### config.mk
export PLATFORM = sky130hd
export DESIGN_NAME = sample_framer
export DESIGN_NICKNAME = d
export VERILOG_FILES = /design/src/rtl/fft_pkg.sv /design/src/rtl/framer_fifo.sv /design/src/rtl/sample_framer.sv
export SDC_FILE = /design/constraint.sdc
export NUM_CORES = 1
export LEC_CHECK = 0
export ABC_AREA = 0
export ABC_CLOCK_PERIOD_IN_PS = 2740
export BUFFER_PORTS_ARGS = -buffer_cell sky130_fd_sc_hd__buf_2
export CAP_MARGIN = 0
export CORE_UTILIZATION = 50
export CTS_BUF_LIST = sky130_fd_sc_hd__clkbuf_16
export CTS_CLUSTER_SIZE = 20
export DETAILED_ROUTE_END_ITERATION = 8
export PLACE_DENSITY = 0.81
export SLEW_MARGIN = 10
export SYNTH_ARGS = -nofsm -noshare
export SYNTH_HDL_FRONTEND = slang
export SYNTH_SLANG_ARGS = --single-unit
### constraint.sdc
create_clock -name clk -period 2.74 [get_ports clk]
set_clock_uncertainty 0.2 [all_clocks]
set_input_delay 0.137 -clock clk [delete_from_list [all_inputs] [get_ports clk]]
set_output_delay 0.137 -clock clk [all_outputs]
set_load 0.05 [all_outputs]
### src/rtl/fft_pkg.sv
// fft_pkg: shared types and constants for the FFT front end.
//   FFT_FRAME_LEN  - words per FFT input frame
//   FFT_SAMPLE_W   - sample width in bits
//   sample_t       - one input sample
//   framer_state_t - sample_framer FSM states
package fft_pkg;
    localparam int FFT_FRAME_LEN = 48;
    localparam int FFT_SAMPLE_W  = 16;

    typedef logic [15:0] sample_t;

    typedef enum logic {FILL, HOLD} framer_state_t;
endpackage

### src/rtl/framer_fifo.sv
// framer_fifo: synchronous FIFO buffering samples ahead of the framer.
// Ports:
//   clk, n_rst    - clock, asynchronous active-low reset
//   push, wdata   - write request and data (ignored when full)
//   pop, rdata    - read request (ignored when empty); rdata shows the head word
//   full, empty   - occupancy flags decoded from the extra pointer MSB
module framer_fifo
    import fft_pkg::*;
#(
    parameter int DEPTH = 4
) (
    input  logic    clk,
    input  logic    n_rst,
    input  logic    push,
    input  sample_t wdata,
    input  logic    pop,
    output sample_t rdata,
    output logic    full,
    output logic    empty
);
    localparam int AW = $clog2(DEPTH);

    // One extra pointer bit distinguishes full from empty when the
    // index bits match.
    logic [AW:0] wptr_q, wptr_d;
    logic [AW:0] rptr_q, rptr_d;
    sample_t     mem_q [DEPTH];
    logic        do_push;
    logic        do_pop;

    assign full    = (wptr_q[AW] != rptr_q[AW]) && (wptr_q[AW-1:0] == rptr_q[AW-1:0]);
    assign empty   = (wptr_q == rptr_q);
    assign do_push = push && !full;
    assign do_pop  = pop && !empty;
    assign rdata   = mem_q[rptr_q[AW-1:0]];

    always_comb begin
        wptr_d = wptr_q;
        rptr_d = rptr_q;
        if (do_push) wptr_d = wptr_q + 1'b1;
        if (do_pop)  rptr_d = rptr_q + 1'b1;
    end

    always_ff @(posedge clk or negedge n_rst) begin
        if (!n_rst) begin
            wptr_q <= '0;
            rptr_q <= '0;
        end else begin
            wptr_q <= wptr_d;
            rptr_q <= rptr_d;
        end
    end

    // Storage needs no reset: a word is only read after it was written.
    always_ff @(posedge clk) begin
        if (do_push) mem_q[wptr_q[AW-1:0]] <= wdata;
    end
endmodule

### src/rtl/sample_framer.sv
// sample_framer: feeds a 48x16 serial-to-parallel frame register.
// Samples arrive on a valid/ready handshake, are buffered in framer_fifo
// and shifted out one word per cycle. After FRAME_LEN strobes the block
// raises frame_valid and stops shifting until frame_ack.
// Optional feature macro: FRAMER_ZERO_PAD_EN (pad_req zero-fills a partial frame).
// Ports:
//   clk, n_rst                 - clock, asynchronous active-low reset
//   sample_valid/data/ready    - upstream handshake (ready = FIFO not full)
//   pad_req                    - request to zero-pad the current frame
//   frame_ack                  - downstream consumed the frame
//   it_cnt_strobe, serial_out  - registered shift strobe and word
//   frame_valid                - frame register holds a complete frame
//   word_cnt                   - words shifted into the current frame
module sample_framer
    import fft_pkg::*;
#(
    parameter int FIFO_DEPTH = 4,
    parameter int FRAME_LEN  = FFT_FRAME_LEN
) (
    input  logic        clk,
    input  logic        n_rst,
    input  logic        sample_valid,
    input  logic [15:0] sample_data,
    output logic        sample_ready,
    input  logic        pad_req,
    input  logic        frame_ack,
    output logic        it_cnt_strobe,
    output logic [15:0] serial_out,
    output logic        frame_valid,
    output logic [5:0]  word_cnt
);
    localparam logic [5:0] LAST_CNT = 6'(FRAME_LEN - 1);

    framer_state_t state_q, state_d;
    logic          strobe_q, strobe_d;
    sample_t       serial_q, serial_d;
    logic          fv_q, fv_d;
    logic [5:0]    cnt_q, cnt_d;

    logic    fifo_full;
    logic    fifo_empty;
    logic    fifo_pop;
    sample_t fifo_rdata;
    logic    shift;

`ifdef FRAMER_ZERO_PAD_EN
    logic pad_q, pad_d;
`else
    logic unused_pad;
    assign unused_pad = pad_req;
`endif

    assign sample_ready  = !fifo_full;
    assign it_cnt_strobe = strobe_q;
    assign serial_out    = serial_q;
    assign frame_valid   = fv_q;
    assign word_cnt      = cnt_q;

    framer_fifo #(.DEPTH(FIFO_DEPTH)) u_fifo (
        .clk   (clk),
        .n_rst (n_rst),
        .push  (sample_valid && !fifo_full),
        .wdata (sample_data),
        .pop   (fifo_pop),
        .rdata (fifo_rdata),
        .full  (fifo_full),
        .empty (fifo_empty)
    );

    always_comb begin
        state_d  = state_q;
        strobe_d = 1'b0;
        serial_d = serial_q;
        fv_d     = fv_q;
        cnt_d    = cnt_q;
        fifo_pop = 1'b0;
        shift    = 1'b0;
`ifdef FRAMER_ZERO_PAD_EN
        pad_d    = pad_q;
`endif
        case (state_q)
            FILL: begin
                if (!fifo_empty) begin
                    fifo_pop = 1'b1;
                    shift    = 1'b1;
                    serial_d = fifo_rdata;
                end
`ifdef FRAMER_ZERO_PAD_EN
                // Real samples win; zeros only once the buffer has run dry.
                else if (pad_q) begin
                    shift    = 1'b1;
                    serial_d = '0;
                end
                if (pad_req && (cnt_q != 6'd0)) pad_d = 1'b1;
`endif
                if (shift) begin
                    strobe_d = 1'b1;
                    if (cnt_q == LAST_CNT) begin
                        cnt_d   = 6'd0;
                        state_d = HOLD;
`ifdef FRAMER_ZERO_PAD_EN
                        pad_d   = 1'b0;
`endif
                    end else begin
                        cnt_d = cnt_q + 6'd1;
                    end
                end
            end
            HOLD: begin
                // The final strobe is still on the wire in the first HOLD
                // cycle; frame_valid follows it by one cycle.
                if (strobe_q) fv_d = 1'b1;
                if (fv_q && frame_ack) begin
                    fv_d    = 1'b0;
                    state_d = FILL;
                end
            end
            default: state_d = FILL;
        endcase
    end

    always_ff @(posedge clk or negedge n_rst) begin
        if (!n_rst) begin
            state_q  <= FILL;
            strobe_q <= 1'b0;
            serial_q <= '0;
            fv_q     <= 1'b0;
            cnt_q    <= 6'd0;
`ifdef FRAMER_ZERO_PAD_EN
            pad_q    <= 1'b0;
`endif
        end else begin
            state_q  <= state_d;
            strobe_q <= strobe_d;
            serial_q <= serial_d;
            fv_q     <= fv_d;
            cnt_q    <= cnt_d;
`ifdef FRAMER_ZERO_PAD_EN
            pad_q    <= pad_d;
`endif
        end
    end
endmodule
; ---- Word level (Yosys, flattened, before mapping)
; Memory sizes are Yosys's and may differ from the RTL's. A register that Yosys moved wholly into a read port is not among the register bits.
; Index checks and enable logic that the tools add are counted.
; Widths: inputs -> output; s select.
[word_totals]
register_bits = 15
latch_bits = 0
ram_bits = 64
romBits = 0
out_inout_bits = 25
elab_cells = 42
mem_count = 1
[memory_table]
columns = name, words, word_bits, read_ports, rd_clocked_by_memory_dff, write_ports, line
row1 = u_fifo.mem_q, 4, 16, 1, 1, 1, framer_fifo.sv:27  ; sample_t mem_q [DEPTH];
[op_classes]
n_addsub = 3
multipliers = 0
n_div = 0
order_cmp = 0
eq_ne = 4
n_shift = 0
muxes = 14
bitwise = 2
reduce_logical = 12
[ops]
columns = cell, count
row1 = $mux 1, 12
row2 = $add 3x1->3 const B, 2
row3 = $add 6x1->6 const B, 1
row4 = $eq 6x6->1 const B, 1
row5 = $mux 6, 1
row6 = $reduce_and 2->1, 3
row7 = $logic_and 1x1->1, 5
row8 = $eq 3x3->1, 1
row9 = $logic_not 1->1, 3
row10 = $eq 2x2->1, 1
row11 = $not 1->1, 2
row12 = $pmux 1 s2, 1
row13 = $reduce_bool 2->1, 1
row14 = $ne 1x1->1, 1

; ---- Longest topological paths before layout
[logic_depth]
depth_word = 7
mapped_depth = 7

; ---- Cells and area by module
; Synthesis repeated with hierarchy kept, for this count alone.
[unflattened]
cells_unflattened = 210
hier_area_um2 = 3839.9
[by_module_without_submodules]
columns = mod, instances, cells_per_inst, area_each_um2
row1 = framer_fifo, 1, 135, 2830.2
row2 = sample_framer, 1, 75, 1009.7

; ---- Least setup slack after synthesis
; No wires, ideal clock.
[synth_path]
path_type = register to register
start = register u_fifo.rptr_q[1]
end = register u_fifo.wptr_q[2]
setup_time_ns = 0.154
arrival_ns = 2.060
required_ns = 2.386
slack_ns = 0.326
stages_incl_launch_ff = 6
path_cell_list = dfrtp_1 -> buf_4 -> xnor2_2 -> nand3b_1 -> and3_1 -> xor2_1
[synth_via]
elab_chain_cells = 5
[synth_lines]
columns = item, line
row1 = start: declaration, framer_fifo.sv:26  ; logic [AW:0] rptr_q, rptr_d;
row2 = start signal: assignment, framer_fifo.sv:50  ; rptr_q <= rptr_d;
row3 = $eq 2x2->1 *, framer_fifo.sv:31  ; assign full = (wptr_q[AW] != rptr_q[AW]) && (wptr_q[AW-1:0] == rptr_q[AW-1:0]);
row4 = $logic_and 1x1->1 *, framer_fifo.sv:31
row5 = $logic_not 1->1 *, --
row6 = net sample_ready, sample_framer.sv:24  ; output logic sample_ready,
row7 = $logic_and 1x1->1, sample_framer.sv:62  ; .push (sample_valid && !fifo_full),
row8 = $logic_and 1x1->1 *, framer_fifo.sv:33  ; assign do_push = push && !full;
row9 = end signal: assignment, framer_fifo.sv:49  ; wptr_q <= wptr_d;
row10 = end: declaration, framer_fifo.sv:25  ; logic [AW:0] wptr_q, wptr_d;
; Mark *: on every way through the listed nets, which the timed path passes. The rest lies on a longest branch.
; A chain may end at the register's enable or synchronous reset.

; ---- Worst setup path after layout
[layout_path]
start = register u_fifo.rptr_q[2]
end = memory u_fifo.mem_q[0][11] (netlist bit) (enable)
[layout_via]
elab_chain_cells = 7
[layout_lines]
columns = item, line
row1 = $ne 1x1->1 *, framer_fifo.sv:31
row2 = $logic_and 1x1->1 *, framer_fifo.sv:31
row3 = $logic_not 1->1 *, "framer_fifo.sv:33, sample_framer.sv:62"
row4 = $logic_and 1x1->1, sample_framer.sv:62
row5 = $logic_and 1x1->1 *, framer_fifo.sv:33
row6 = $mux 1 *, framer_fifo.sv:56  ; if (do_push) mem_q[wptr_q[AW-1:0]] <= wdata;
row7 = $mux 1 (implied by the code) *, framer_fifo.sv:56
row8 = end: declaration, framer_fifo.sv:27
; Mark *: on every way between the ends. The rest lies on a longest branch, timed or not.

==> results.tsv <==
metric	value	unit
outcome	finished, final reports clean	
rrSetupSlack	0.65	ns
timing.rr.start	u_fifo.rptr_q[2]$_DFFE_PN0P_	
synth_warnings	0	
mostFrequentLayoutCell	sky130_fd_sc_hd__edfxtp_1	
p_per_area	1320	mW/mm^2
grt_pass1_vias	1891	
wl_met1	2690	um
minimum_clock_period_after_layout	2.09	ns
synth.net_count	210	
most-common-layout-cells	64 x sky130_fd_sc_hd__edfxtp_1, 44 x sky130_fd_sc_hd__buf_2, 31 x sky130_fd_sc_hd__dfrtp_1	
postRouteAntennaNets	0	
placed_cells	328	
clk_latency	0.34	ns
fin_worst_hold_slack	0.202	ns
met3_wire_length	268	um
netlist-cell-type-count	32	
r2r-end	u_fifo.mem_q[0][11]$_DFFE_PP_	
worst-setup-path-type	reg2reg	
critPathCapture	u_fifo.mem_q[0][11]$_DFFE_PP_	
min-delay-path-class	in2async	
max_cap_violations	0	
crit_fanout	12	
synthArstFlopShare	32.6	%
synth_edf_count	64	
cts_setup_buffers	0	
clk_transition_reported_paths	0.07	ns
drt_iter0_drc	85	
largest_family_of_logic_cells_by_synthesized_area	multiplexers	
gpl.final_weighted_congestion	0.735	
syn_inst	183	
fp.dieH	88.3	um
clock-sinks	95	
setup-tns-final	0	ns
stdcell_count	363	
slew_limit_fails	0	
num_io_pins	46	
critPathLaunch	u_fifo.rptr_q[2]$_DFFE_PN0P_	
start_kind	register	
cts-htree-levels	3	
relSlewSlack	50.8	%
track_usage	17.9	%
post_synth.cell_area_avg	20.4	um^2
crit_arrival	1.94	ns
synth.cell_area	0.00373	mm^2
multiplexer_fraction_of_the_synthesized_cell_area	16.2	%
fp.dieW	88.3	um
die_area	0.00780	mm^2
total_wire_length	6180	um
drc	0	
yosysSeqAreaShare	72.4	%
cts_buffers	9	
core	0.00721	mm^2
place.port_buffers	44	
area_overhead_of_the_layout_relative_to_synthesis	23.0	%
synth-xor-area-share	2.28	%
top_layer_used	met4	
tritoncts	done	
globalRouteOverflowTotal	0	
routedWlPerCell	17.0	um
crit_end_element	register	
root_buffer_cell	sky130_fd_sc_hd__clkbuf_16	
yosys.area_share.simple	2.38	%
cts_max_path_buffers	2	
vdd_ir_drop_max	0.00102	V
upper_clock_frequency_limit	0.477	GHz
max_slew.worst_pin.slew	0.738	ns
critPathRequiredTime	2.59	ns
post_route_cells_drive_above_1_share	40.2	%
grt_pass1_wl	9630	um
synth-seq-cells	95	
drt-vias-per-instance	5.26	
num_rows	31	
synth-main-ff-cell	sky130_fd_sc_hd__edfxtp_1	
fraction_of_the_mapped_netlist_area_in_compound_gates	2.72	%
antenna_found_initial	0	
detailroute.via_count	1908	
dr.pass1.iters	4	
reg2reg_depth	4	
num_antenna_cells	0	
initial_utilization	51.6	%
synth_adder_area_share	2.01	%
finalHoldViolations	0	
rsz0062_at_grt	no	
power_leakage	1.77	nW
post-dp-hpwl	3840	um
report.final.setup_viol	0	
dr_wl_met2	3120	um
finalNetCount	286	
grt_start_max_net_pins	32	
final.period_utilization	76.4	%
-- where the power goes --
group / leakage (nW) / internal, mW / switching, mW
Sequential: 0.949 / 2.03 / 0.252
Clock: 0.139 / 0.634 / 0.548
Combinational: 0.680 / 1.07 / 1.53
Total: 1.77 / 3.74 / 2.33
-- sequential cells by signal, indices dropped and copies added, names as in the netlist --
register,flops
state_q,1
it_cnt_strobe,1
u_fifo.rptr_q,3
frame_valid,1
serial_out,16
u_fifo.wptr_q,3
u_fifo.mem_q,64
word_cnt,6
-- cell families after synthesis --
| logic type | count (synthesis) |
|---|---|
| DFF | 95 |
| muxes | 36 |
| and+or+nand+nor | 16 |
| AOI/OAI and AO/OA | 12 |
| buffers and inverters | 10 |
| xor gates and xnor gates | 8 |
| adders and majority gates | 6 |
-- cells in the mapped netlist (2+ instances only) --
master / count / area share (%)
sky130_fd_sc_hd__edfxtp_1: 64 / 52
sky130_fd_sc_hd__dfrtp_1: 31 / 21
sky130_fd_sc_hd__mux2_2: 19 / 5.7
sky130_fd_sc_hd__mux4_2: 12 / 7.3
sky130_fd_sc_hd__ha_1: 6 / 2.0
sky130_fd_sc_hd__and3_1: 5 / 0.84
sky130_fd_sc_hd__mux4_1: 4 / 2.8
sky130_fd_sc_hd__xnor2_1: 4 / 0.94
sky130_fd_sc_hd__a21oi_1: 3 / 0.40
sky130_fd_sc_hd__a31oi_1: 3 / 0.50
sky130_fd_sc_hd__nand2_1: 3 / 0.30
sky130_fd_sc_hd__a41oi_1: 2 / 0.47
sky130_fd_sc_hd__buf_2: 2 / 0.27
sky130_fd_sc_hd__buf_4: 2 / 0.40
sky130_fd_sc_hd__buf_6: 2 / 0.60
sky130_fd_sc_hd__inv_1: 2 / 0.20
sky130_fd_sc_hd__nand3_1: 2 / 0.27
sky130_fd_sc_hd__xnor2_2: 2 / 0.87
sky130_fd_sc_hd__xor2_1: 2 / 0.47
-- how the worst min path moves through the flow --
stage	from	endpoint	slack [ns]	depth (start not counted)
finish	n_rst	serial_out[8]$_DFFE_PN0P_	0.20	2
global route	n_rst	serial_out[6]$_DFFE_PN0P_	0.28	2
CTS	n_rst	serial_out[8]$_DFFE_PN0P_	0.23	2
detailed placement	n_rst	serial_out[13]$_DFFE_PN0P_	0.05	1
global placement	n_rst	serial_out[14]$_DFFE_PN0P_	0.05	1
floorplan	n_rst	frame_valid$_DFFE_PN0P_	-0.36	0
-- worst max-delay path, stage by stage, from the launching register on --
cell,delay (ns)
sky130_fd_sc_hd__dfrtp_1,0.40
sky130_fd_sc_hd__xnor2_1,0.33
sky130_fd_sc_hd__nand3b_1,0.25
sky130_fd_sc_hd__and3_1,0.42
sky130_fd_sc_hd__buf_12,0.20
-- metal layers --
layer | track usage, % | up-vias
li1 | - | 882
met1 | 22.5 | 970
met2 | 27.9 | 46
met3 | 7.00 | 10
met4 | 7.92 | 0
met5 | 0 | -
-- what timing repair did --
item / CTS / global route
gates resized for setup: 0 / 0
hold buffers: 19 / 0
hold endpoints to repair: 99 / 0
-- stage by stage --
step	setup WS (ns)	power [mW]	utilization (%)	instance area, um^2
floorplan	0.326	4.32	-	3730
global placement	0.717	4.82	56.9	4100
detailed placement	0.657	4.93	56.9	4100
CTS	0.644	6.14	63.5	4580
global route	0.574	6.38	63.5	4580
finish	0.645	6.06	63.5	4580
-- final cells by class --
| cell class | count | area [um^2] |
|---|---|---|
| sequential | 95 | 2700 |
| fill | 521 | 2630 |
| multi-input combinational | 78 | 955 |
| timing repair buffer | 73 | 510 |
| clock buffer | 9 | 225 |
| tap | 99 | 124 |
| clock inverter | 7 | 62.6 |
| inverter | 2 | 7.51 |
Power figures use the tool's default switching activity.
